<file path="src/rtl/serial_sub_pkg.sv">
// Shared types for the bit-serial subtractor: FSM state encodings and enum.
package serial_sub_pkg;

  localparam logic [1:0] IdleEnc = 2'd0;
  localparam logic [1:0] RunEnc  = 2'd1;
  localparam logic [1:0] DoneEnc = 2'd2;

  typedef enum logic [1:0] {
    IDLE = IdleEnc,
    RUN  = RunEnc,
    DONE = DoneEnc
  } sub_state_t;

endpackage

</file>
<file path="src/rtl/serial_sub_if.sv">
// Operand/result handshake bundle for serial_sub.
// With SERIAL_SUB_FLAGS_EN defined, the zero/ovf result flags are added.
interface serial_sub_if #(
  parameter int unsigned WIDTH = 8
);
  logic             in_valid;
  logic             in_ready;
  logic [WIDTH-1:0] a;
  logic [WIDTH-1:0] b;
  logic             bin;
  logic             out_valid;
  logic             out_ready;
  logic [WIDTH-1:0] diff;
  logic             bout;
`ifdef SERIAL_SUB_FLAGS_EN
  logic             zero;
  logic             ovf;
`endif

  modport master (
    output in_valid, a, b, bin, out_ready,
    input  in_ready, out_valid, diff, bout
`ifdef SERIAL_SUB_FLAGS_EN
    , input zero, ovf
`endif
  );

  modport slave (
    input  in_valid, a, b, bin, out_ready,
    output in_ready, out_valid, diff, bout
`ifdef SERIAL_SUB_FLAGS_EN
    , output zero, ovf
`endif
  );
endinterface

</file>
<file path="src/rtl/serial_sub_full_sub.sv">
// Combinational 1-bit full subtractor cell: d = x - y - bi, borrow-out bo.
module serial_sub_full_sub (
  input  logic x,
  input  logic y,
  input  logic bi,
  output logic d,
  output logic bo
);
  // Difference bit and borrow generate/propagate.
  always_comb begin
    d  = x ^ y ^ bi;
    bo = (~x & y) | (~(x ^ y) & bi);
  end
endmodule

</file>
<file path="src/rtl/serial_sub.sv">
// Bit-serial subtractor: diff = a - b - bin, LSB first, one bit per clock.
// Optional result flags (zero, ovf) are built when SERIAL_SUB_FLAGS_EN is defined.
module serial_sub
  import serial_sub_pkg::*;
#(
  parameter int unsigned WIDTH = 8
) (
  input logic         clk,
  input logic         rst_n,
  serial_sub_if.slave bus
);
  localparam int unsigned CNT_W = $clog2(WIDTH);

  sub_state_t       state_q;
  logic [WIDTH-1:0] sa_q;
  logic [WIDTH-1:0] sb_q;
  logic [WIDTH-1:0] diff_sr_q;
  logic [CNT_W-1:0] cnt_q;
  logic             br_q;
  logic             out_valid_q;
  logic [WIDTH-1:0] diff_q;
  logic             bout_q;
`ifdef SERIAL_SUB_FLAGS_EN
  logic             a_msb_q;
  logic             b_msb_q;
  logic             zero_q;
  logic             ovf_q;
`endif

  logic             bit_d;
  logic             bit_bo;
  logic [WIDTH-1:0] diff_next;

  serial_sub_full_sub u_full_sub (
    .x  (sa_q[0]),
    .y  (sb_q[0]),
    .bi (br_q),
    .d  (bit_d),
    .bo (bit_bo)
  );

  // Shift register contents once the current bit has been inserted at the MSB.
  always_comb begin
    diff_next = {bit_d, diff_sr_q[WIDTH-1:1]};
  end

  // FSM, operand shifters, counter, borrow and result registers.
  always_ff @(posedge clk) begin
    if (!rst_n) begin
      state_q     <= IDLE;
      sa_q        <= '0;
      sb_q        <= '0;
      diff_sr_q   <= '0;
      cnt_q       <= '0;
      br_q        <= 1'b0;
      out_valid_q <= 1'b0;
      diff_q      <= '0;
      bout_q      <= 1'b0;
`ifdef SERIAL_SUB_FLAGS_EN
      a_msb_q     <= 1'b0;
      b_msb_q     <= 1'b0;
      zero_q      <= 1'b0;
      ovf_q       <= 1'b0;
`endif
    end else begin
      unique case (state_q)
        IDLE: begin
          if (bus.in_valid) begin
            sa_q    <= bus.a;
            sb_q    <= bus.b;
            br_q    <= bus.bin;
            cnt_q   <= '0;
            state_q <= RUN;
`ifdef SERIAL_SUB_FLAGS_EN
            // Operand MSBs are kept because the shifters lose them.
            a_msb_q <= bus.a[WIDTH-1];
            b_msb_q <= bus.b[WIDTH-1];
`endif
          end
        end
        RUN: begin
          sa_q      <= sa_q >> 1;
          sb_q      <= sb_q >> 1;
          br_q      <= bit_bo;
          diff_sr_q <= diff_next;
          cnt_q     <= cnt_q + CNT_W'(1);
          if (cnt_q == CNT_W'(WIDTH - 1)) begin
            state_q     <= DONE;
            diff_q      <= diff_next;
            bout_q      <= bit_bo;
            out_valid_q <= 1'b1;
`ifdef SERIAL_SUB_FLAGS_EN
            zero_q      <= (diff_next == '0);
            ovf_q       <= (a_msb_q ^ b_msb_q) & (a_msb_q ^ bit_d);
`endif
          end
        end
        DONE: begin
          if (bus.out_ready) begin
            state_q     <= IDLE;
            out_valid_q <= 1'b0;
          end
        end
        default: state_q <= IDLE;
      endcase
    end
  end

  // Ready is decoded from state; held low while reset is asserted.
  assign bus.in_ready  = rst_n && (state_q == IDLE);
  assign bus.out_valid = out_valid_q;
  assign bus.diff      = diff_q;
  assign bus.bout      = bout_q;
`ifdef SERIAL_SUB_FLAGS_EN
  assign bus.zero      = zero_q;
  assign bus.ovf       = ovf_q;
`endif
endmodule

</file>
<file path="src/flat_wrapper.sv">
// flat-port wrapper written by rule: the top's interface ports become plain ports
module serial_sub_flat import serial_sub_pkg::*;
#(
  parameter int unsigned WIDTH = 8
)
  (clk, rst_n, bus_in_valid, bus_a, bus_b, bus_bin, bus_out_ready, bus_in_ready, bus_out_valid, bus_diff, bus_bout);
  serial_sub_if #(.WIDTH(WIDTH)) bus_i ();
  input logic clk;
  input logic rst_n;
  input wire logic [$bits(bus_i.in_valid)-1:0] bus_in_valid;
  input wire logic [$bits(bus_i.a)-1:0] bus_a;
  input wire logic [$bits(bus_i.b)-1:0] bus_b;
  input wire logic [$bits(bus_i.bin)-1:0] bus_bin;
  input wire logic [$bits(bus_i.out_ready)-1:0] bus_out_ready;
  output wire logic [$bits(bus_i.in_ready)-1:0] bus_in_ready;
  output wire logic [$bits(bus_i.out_valid)-1:0] bus_out_valid;
  output wire logic [$bits(bus_i.diff)-1:0] bus_diff;
  output wire logic [$bits(bus_i.bout)-1:0] bus_bout;
  assign bus_i.in_valid = bus_in_valid;
  assign bus_i.a = bus_a;
  assign bus_i.b = bus_b;
  assign bus_i.bin = bus_bin;
  assign bus_i.out_ready = bus_out_ready;
  assign bus_in_ready = bus_i.in_ready;
  assign bus_out_valid = bus_i.out_valid;
  assign bus_diff = bus_i.diff;
  assign bus_bout = bus_i.bout;
  serial_sub #(.WIDTH(WIDTH)) u_core (.clk(clk), .rst_n(rst_n), .bus(bus_i));
endmodule
</file>
<file path="config.mk">
export PLATFORM = sky130hd
export DESIGN_NAME = serial_sub_flat
export DESIGN_NICKNAME = d
export VERILOG_FILES = /design/src/rtl/serial_sub_pkg.sv /design/src/rtl/serial_sub_if.sv /design/src/rtl/serial_sub_full_sub.sv /design/src/rtl/serial_sub.sv /design/src/flat_wrapper.sv
export SDC_FILE = /design/constraint.sdc
export NUM_CORES = 1
export LEC_CHECK = 0
export CELL_PAD_IN_SITES_DETAIL_PLACEMENT = 1
export CELL_PAD_IN_SITES_GLOBAL_PLACEMENT = 1
export CORE_MARGIN = 2
export CORE_UTILIZATION = 38
export DETAILED_ROUTE_END_ITERATION = 8
export PLACE_DENSITY = 0.87
export SETUP_SLACK_MARGIN = 0.5
export SYNTH_ARGS = -nofsm -noshare
export SYNTH_HDL_FRONTEND = slang
export SYNTH_SLANG_ARGS = --single-unit
</file>
<file path="constraint.sdc">
create_clock -name clk -period 1.8 [get_ports clk]
set_input_delay 0.36 -clock clk [delete_from_list [all_inputs] [get_ports clk]]
set_output_delay 0.36 -clock clk [all_outputs]
set_load 0.01 [all_outputs]
</file>
## Yosys cells after proc, flatten, opt, wreduce, memory -nomap -nowiden

Index checks and enable logic that the tools add are counted.
W data, S select, Z words.

| storage, ports and cells | value |
|---|---|
| output and inout port bits | 11 |
| register bits | 40 |
| ROM bits | 0 |
| bits of input ports | 21 |
| RAM bits | 0 |
| latch bits | 0 |
| word-level logic and storage cells | 46 |
| memories | 0 |

| cells by class | value |
|---|---|
| bitwise gates (word level) | 7 |
| reduce and logical (&&, ||, !) cells | 8 |
| $mul | 0 |
| shift-type cells | 0 |
| eq/ne operators | 6 |
| div/mod/pow operators | 0 |
| mux-type cells | 15 |
| magnitude comparators | 0 |
| add/subtract/negate cells | 1 |

Operators with widths:

| operator | number |
|---|---|
| $pmux W8 S2 | 2 |
| $mux W8 | 2 |
| $mux W2 | 3 |
| $pmux W2 S3 | 1 |
| $pmux W3 S2 | 1 |
| $reduce_and A3 Y1 | 2 |
| $ne A2 B2 Y1 const B | 2 |
| $pmux W1 S2 | 2 |
| $reduce_and A2 Y1 | 2 |
| $reduce_bool A2 Y1 | 2 |
| $add A3 B1 Y3 const B | 1 |
| $eq A3 B3 Y1 const B | 1 |
| $mux W1 | 3 |
| $mux W3 | 1 |
| $and A1 B1 Y1 | 2 |
| $eq A2 B1 Y1 const B | 1 |
| $eq A2 B2 Y1 const B | 1 |
| $logic_not A2 Y1 | 1 |
| $ne A2 B1 Y1 const B | 1 |
| $not A1 Y1 | 2 |
| $xor A1 B1 Y1 | 2 |
| $logic_and A1 B1 Y1 | 1 |
| $or A1 B1 Y1 | 1 |

## Logic depth before layout (Yosys ltp)

| logic depth | value |
|---|---|
| depth in word-level cells | 5 |
| gate-level depth with buffers | 6 |
| gate-level depth less buffers | 5 |

## Hierarchy

From an unflattened synthesis, not the netlist that was laid out.

| second synthesis, totals | value |
|---|---|
| cells, all modules | 181 |
| area, all modules | 1690.4 sq um |

By module, submodules not included:

| module | cells each | seq. area each (sq um) | times used | area each (sq um) |
|---|---|---|---|---|
| serial_sub | 177 | 780.7 | 1 | 1659.1 |
| serial_sub_full_sub | 4 | 0.0 | 1 | 31.3 |

## Worst setup path before layout

OpenSTA, ideal clock, no wires.

| timing path | value |
|---|---|
| kind | register to register |
| start | register u_core.cnt_q[0] |
| end | register u_core.bout_q (netlist: u_core.bus.bout) |
| arrival | 1265 ps |
| setup time | 116 ps |
| required time | 1684 ps |
| buffers on the path | 1 |
| period minus slack after synthesis | 1381 ps |
| stages on the path, launching flop included | 7 |
| slack | 419 ps |
| path through | dfxtp_1 -> ha_1 -> ha_1 -> and3b_1 -> clkbuf_1 -> nand2_1 -> o211a_1 |

| between the ends | value |
|---|---|
| longest elaborated chain between the ends | 2 |

Ends and longest elaborated chain:

| item | line | RTL |
|---|---|---|
| start, declared | serial_sub.sv:18 | `logic [CNT_W-1:0] cnt_q;` |
| start signal, assigned | serial_sub.sv:86 | `cnt_q <= cnt_q + CNT_W'(1);` |
| $eq A3 B3 Y1 | serial_sub.sv:87 | `if (cnt_q == CNT_W'(WIDTH - 1)) begin` |
| $reduce_and A2 Y1 (no line) | -- |  |
| end signal, assigned | serial_sub.sv:90 | `bout_q <= bit_bo;` |
| end, declared | serial_sub.sv:22 | `logic bout_q;` |

No other way between the ends.
A chain may end at the register's enable or synchronous reset.

## Worst setup path in the final report

| timing path | value |
|---|---|
| start | register u_core.state_q[1] |
| end | register u_core.diff_sr_q[5] |

| between the ends | value |
|---|---|
| longest elaborated chain between the ends | 1 |

Ends and longest elaborated chain:

| item | line | RTL |
|---|---|---|
| start, declared | serial_sub.sv:14 | `sub_state_t state_q;` |
| start signal, assigned | serial_sub.sv:50 | `state_q <= IDLE;` |
| start signal, assigned | serial_sub.sv:73 | `state_q <= RUN;` |
| start signal, assigned | serial_sub.sv:88 | `state_q <= DONE;` |
| $eq A2 B1 Y1 | serial_sub.sv:66 | `unique case (state_q)` |
| end signal, assigned | serial_sub.sv:85 | `diff_sr_q <= diff_next;` |
| end, declared | serial_sub.sv:17 | `logic [WIDTH-1:0] diff_sr_q;` |

No other way between the ends.

==> flow_summary_export.csv <==
group,metric,value,unit
global_route,grt_pass1_wl,6762,um
floorplanning,io_pins,32,
timing,drv_slew,0,
global_route,antenna_found_initial,0,
setup_path,worstPathArrival,1.59,ns
timing,setup_viol,0,
global_route,grt_pass1_vias,1399,
setup_path,r2r-start,"u_core.state_q[1]",
timing,skew,0.002992,ns
cts,path_clk_slew,0.07,ns
min_path,min_delay_path_depth,2,
logic_synthesis,yosysTopAreaCellShare,0.4699,
setup_path,rr_worst_depth,5,
cts,insertion_delay,0.29,ns
setup_path,end_kind,"flop",
setup_path,critPathRequiredTime,1.99,ns
floorplanning,die_w,70.13,um
setup_path,crit_path_max_fanout,17,
setup_path,r2r_end,"u_core.diff_sr_q[5]",
logic_synthesis,async_reset_ff_frac,0,
timing,setup_tns,0,ns
cells_and_area,layout_common_cells,"dfxtp_1, nand2_1, nor2_1",
logic_synthesis,postSynthAreaPerCell,9.335,um^2
logic_synthesis,ys.flop_type,"dfxtp_1",
setup_path,rrSetupSlack,0.40,ns
cells_and_area,syn2layout_area_growth,39.61,%
cts,cts-htree-levels,2,
placement,dp.cells,255,
cells_and_area,final_cells,273,
logic_synthesis,yosysTopAreaCell,"dfxtp_1",
detailed_routing,routed-via-count,1436,
floorplanning,fp.dieH,70.13,um
cts,cts-root-buf,"clkbuf_8",
cells_and_area,diodes,0,
cells_and_area,final_common_cell,"dfxtp_1",
min_path,min_path_type,"flop to flop",
detailed_routing,drt_wl_total,4673,um
timing,slew_headroom,0.6903,
timing,grt_setup_unrepaired,"true",
detailed_routing,avgViaCountPerCell,5.260,
logic_synthesis,syn_nets,202,
global_route,overflow,0,
outcome,status,"finished, final reports clean",
logic_synthesis,synthCells,178,
detailed_routing,wl_per_cell,17.12,um
logic_synthesis,ys_seq_area_frac,0.4699,
detailed_routing,first_iter_violations,96,
timing,finalHoldViolCount,0,
logic_synthesis,synth_seq_cells,39,
logic_synthesis,yosys-top-cells-area,"dfxtp_1, o221ai_2, a21boi_0",
global_route,grt_max_degree,39,
timing,period_minus_slack,1.403,ns
floorplanning,start_util,0.3869,
power,p_leak,0.8972,nW
cts,cts.sinks,39,
floorplanning,core_area,4294,um^2
global_route,track_usage,0.1790,
placement,io_buffers,31,
run,cap_violations,0,
cts,cts_buffers,5,
timing,worst_pin_slew,0.4636,ns
detailed_routing,dr.pass1.iters,4,
floorplanning,rows,24,
logic_synthesis,syn_area,1662,um^2
placement,place_hpwl,2438,um
setup_path,startpoint_type,"flop",
placement,dpl-instance-area,2029,um^2
placement,gp_congestion,0.7254,
logic_synthesis,synth_edf_count,0,
cells_and_area,nNetsFinal,244,
power,irDropWorstVdd,0.4339,mV
cells_and_area,fin_area,2320,um^2
logic_synthesis,yosysUniqueCellTypes,30,
cts,clockBufferDepth,2,
detailed_routing,drc,0,
detailed_routing,drt.antenna.violating_nets,0,
min_path,hold_end,"u_core.bus.diff[6]",
cts,cts_hold_buffers,0,
logic_synthesis,yosysWarnings,0,
cells_and_area,final_core_util,0.5402,
timing,max_freq,712.6,MHz
min_path,worstHoldStart,"u_core.bus.diff[6]",
cts,cts_tree,"built",
floorplanning,die_area,4918,um^2
timing,fin_crit_sh,0.7796,
cells_and_area,drive_gt1_frac,0.2308,
setup_path,critical_path_class,"flop to flop",
power,powerDensity,769.1,nW/um^2
## Yosys cell counts (2+ instances only)
library cell,count
ha_1,2
dfxtp_1,39
nand4bb_1,2
a21oi_1,2
nor2_1,28
o221ai_2,10
nand2_1,33
a21boi_0,18
clkbuf_1,5
nand2b_1,2
a22oi_1,2
o21ai_0,3
o221ai_1,5
nor2b_1,4
inv_1,3
buf_2,6
## kinds of logic (layout without fill, tap and decap cells)
| kind of cell | Yosys count | after routing | synth area share |
|---|---|---|---|
| AND/OR/NAND/NOR | 74 | 75 | 0.1973 |
| AO/OA/AOI/OAI | 45 | 45 | 0.2477 |
| flip-flops | 39 | 39 | 0.4699 |
| buffers and inverters | 16 | 58 | 0.05196 |
| adder cells (fa/ha/maj) | 3 | 3 | 0.02711 |
| multiplexers | 1 | 1 | 0.006024 |
## timing repair
action	in CTS	in global routing
pin swaps	5	13
resized for setup	31	13
setup buffers	3	4
cloned	2	1
endpoints found under the setup margin	44	36
## per-layer routing
metal / global-route usage / share of wire / vias to the layer above
met3: 0.04762 / 0.020 / 6
met4: 0.06410 / 0.015 / 0
met2: 0.3153 / 0.54 / 23
li1: - / - / 701
met1: 0.2077 / 0.42 / 706
met5: 0 / 0 / -
## state kept, by name (all words and copies together), names as in the netlist
register / flops
u_core.cnt_q: 3
u_core.state_q: 2
u_core.diff_sr_q: 7
u_core.sb_q: 8
u_core.br_q: 1
u_core.bus.bout: 1
u_core.bus.diff: 8
u_core.bus.out_valid: 1
u_core.sa_q: 8
## final cells by class
class                      count  area [um^2]
sequential                    39        788.3
timing repair buffer          47        471.7
multi-input combinational    124        902.1
inverter                       3        11.26
tap                           52        65.06
clock buffer                   7        76.32
clock inverter                 1        5.005
fill                         498         1974
## worst max-delay path by stage
stage	end	from	slack, ns	depth (start not counted)
6_report	u_core.diff_sr_q[5]	u_core.state_q[1]	0.40	5
5_1_grt	u_core.diff_sr_q[6]	u_core.state_q[1]	0.33	5
3_5_place_dp	bus_in_ready	rst_n	-0.11	4
3_3_place_gp	bus_in_ready	rst_n	-0.09	4
4_1_cts	bus_in_ready	rst_n	0.30	4
2_1_floorplan	u_core.bus.bout	u_core.cnt_q[0]	0.51	5
## critical path: stages, from the launching register on
cell and delay [ns]:
dfxtp_2 0.34, buf_6 0.10, nand2b_2 0.26, buf_6 0.26, nand2_1 0.09, a21boi_0 0.25
## metrics by stage
stage                     power [mW]  hold WS (ns)  setup slack, ns
after floorplan                1.077        0.4406           0.5067
after global placement         1.159        0.4508         -0.08807
after detailed placement       1.167        0.4583          -0.1140
after CTS                      1.757        0.4664           0.3024
after global routing           1.864        0.4772           0.3336
final                          1.784        0.4547           0.3967
## where the power goes
| part | total (mW) | internal (mW) | switching, mW |
|---|---|---|---|
| Combinational | 0.280 | 0.145 | 0.135 |
| Sequential | 0.936 | 0.903 | 0.0329 |
| Clock | 0.568 | 0.272 | 0.296 |
Power figures use the tool's default switching activity.
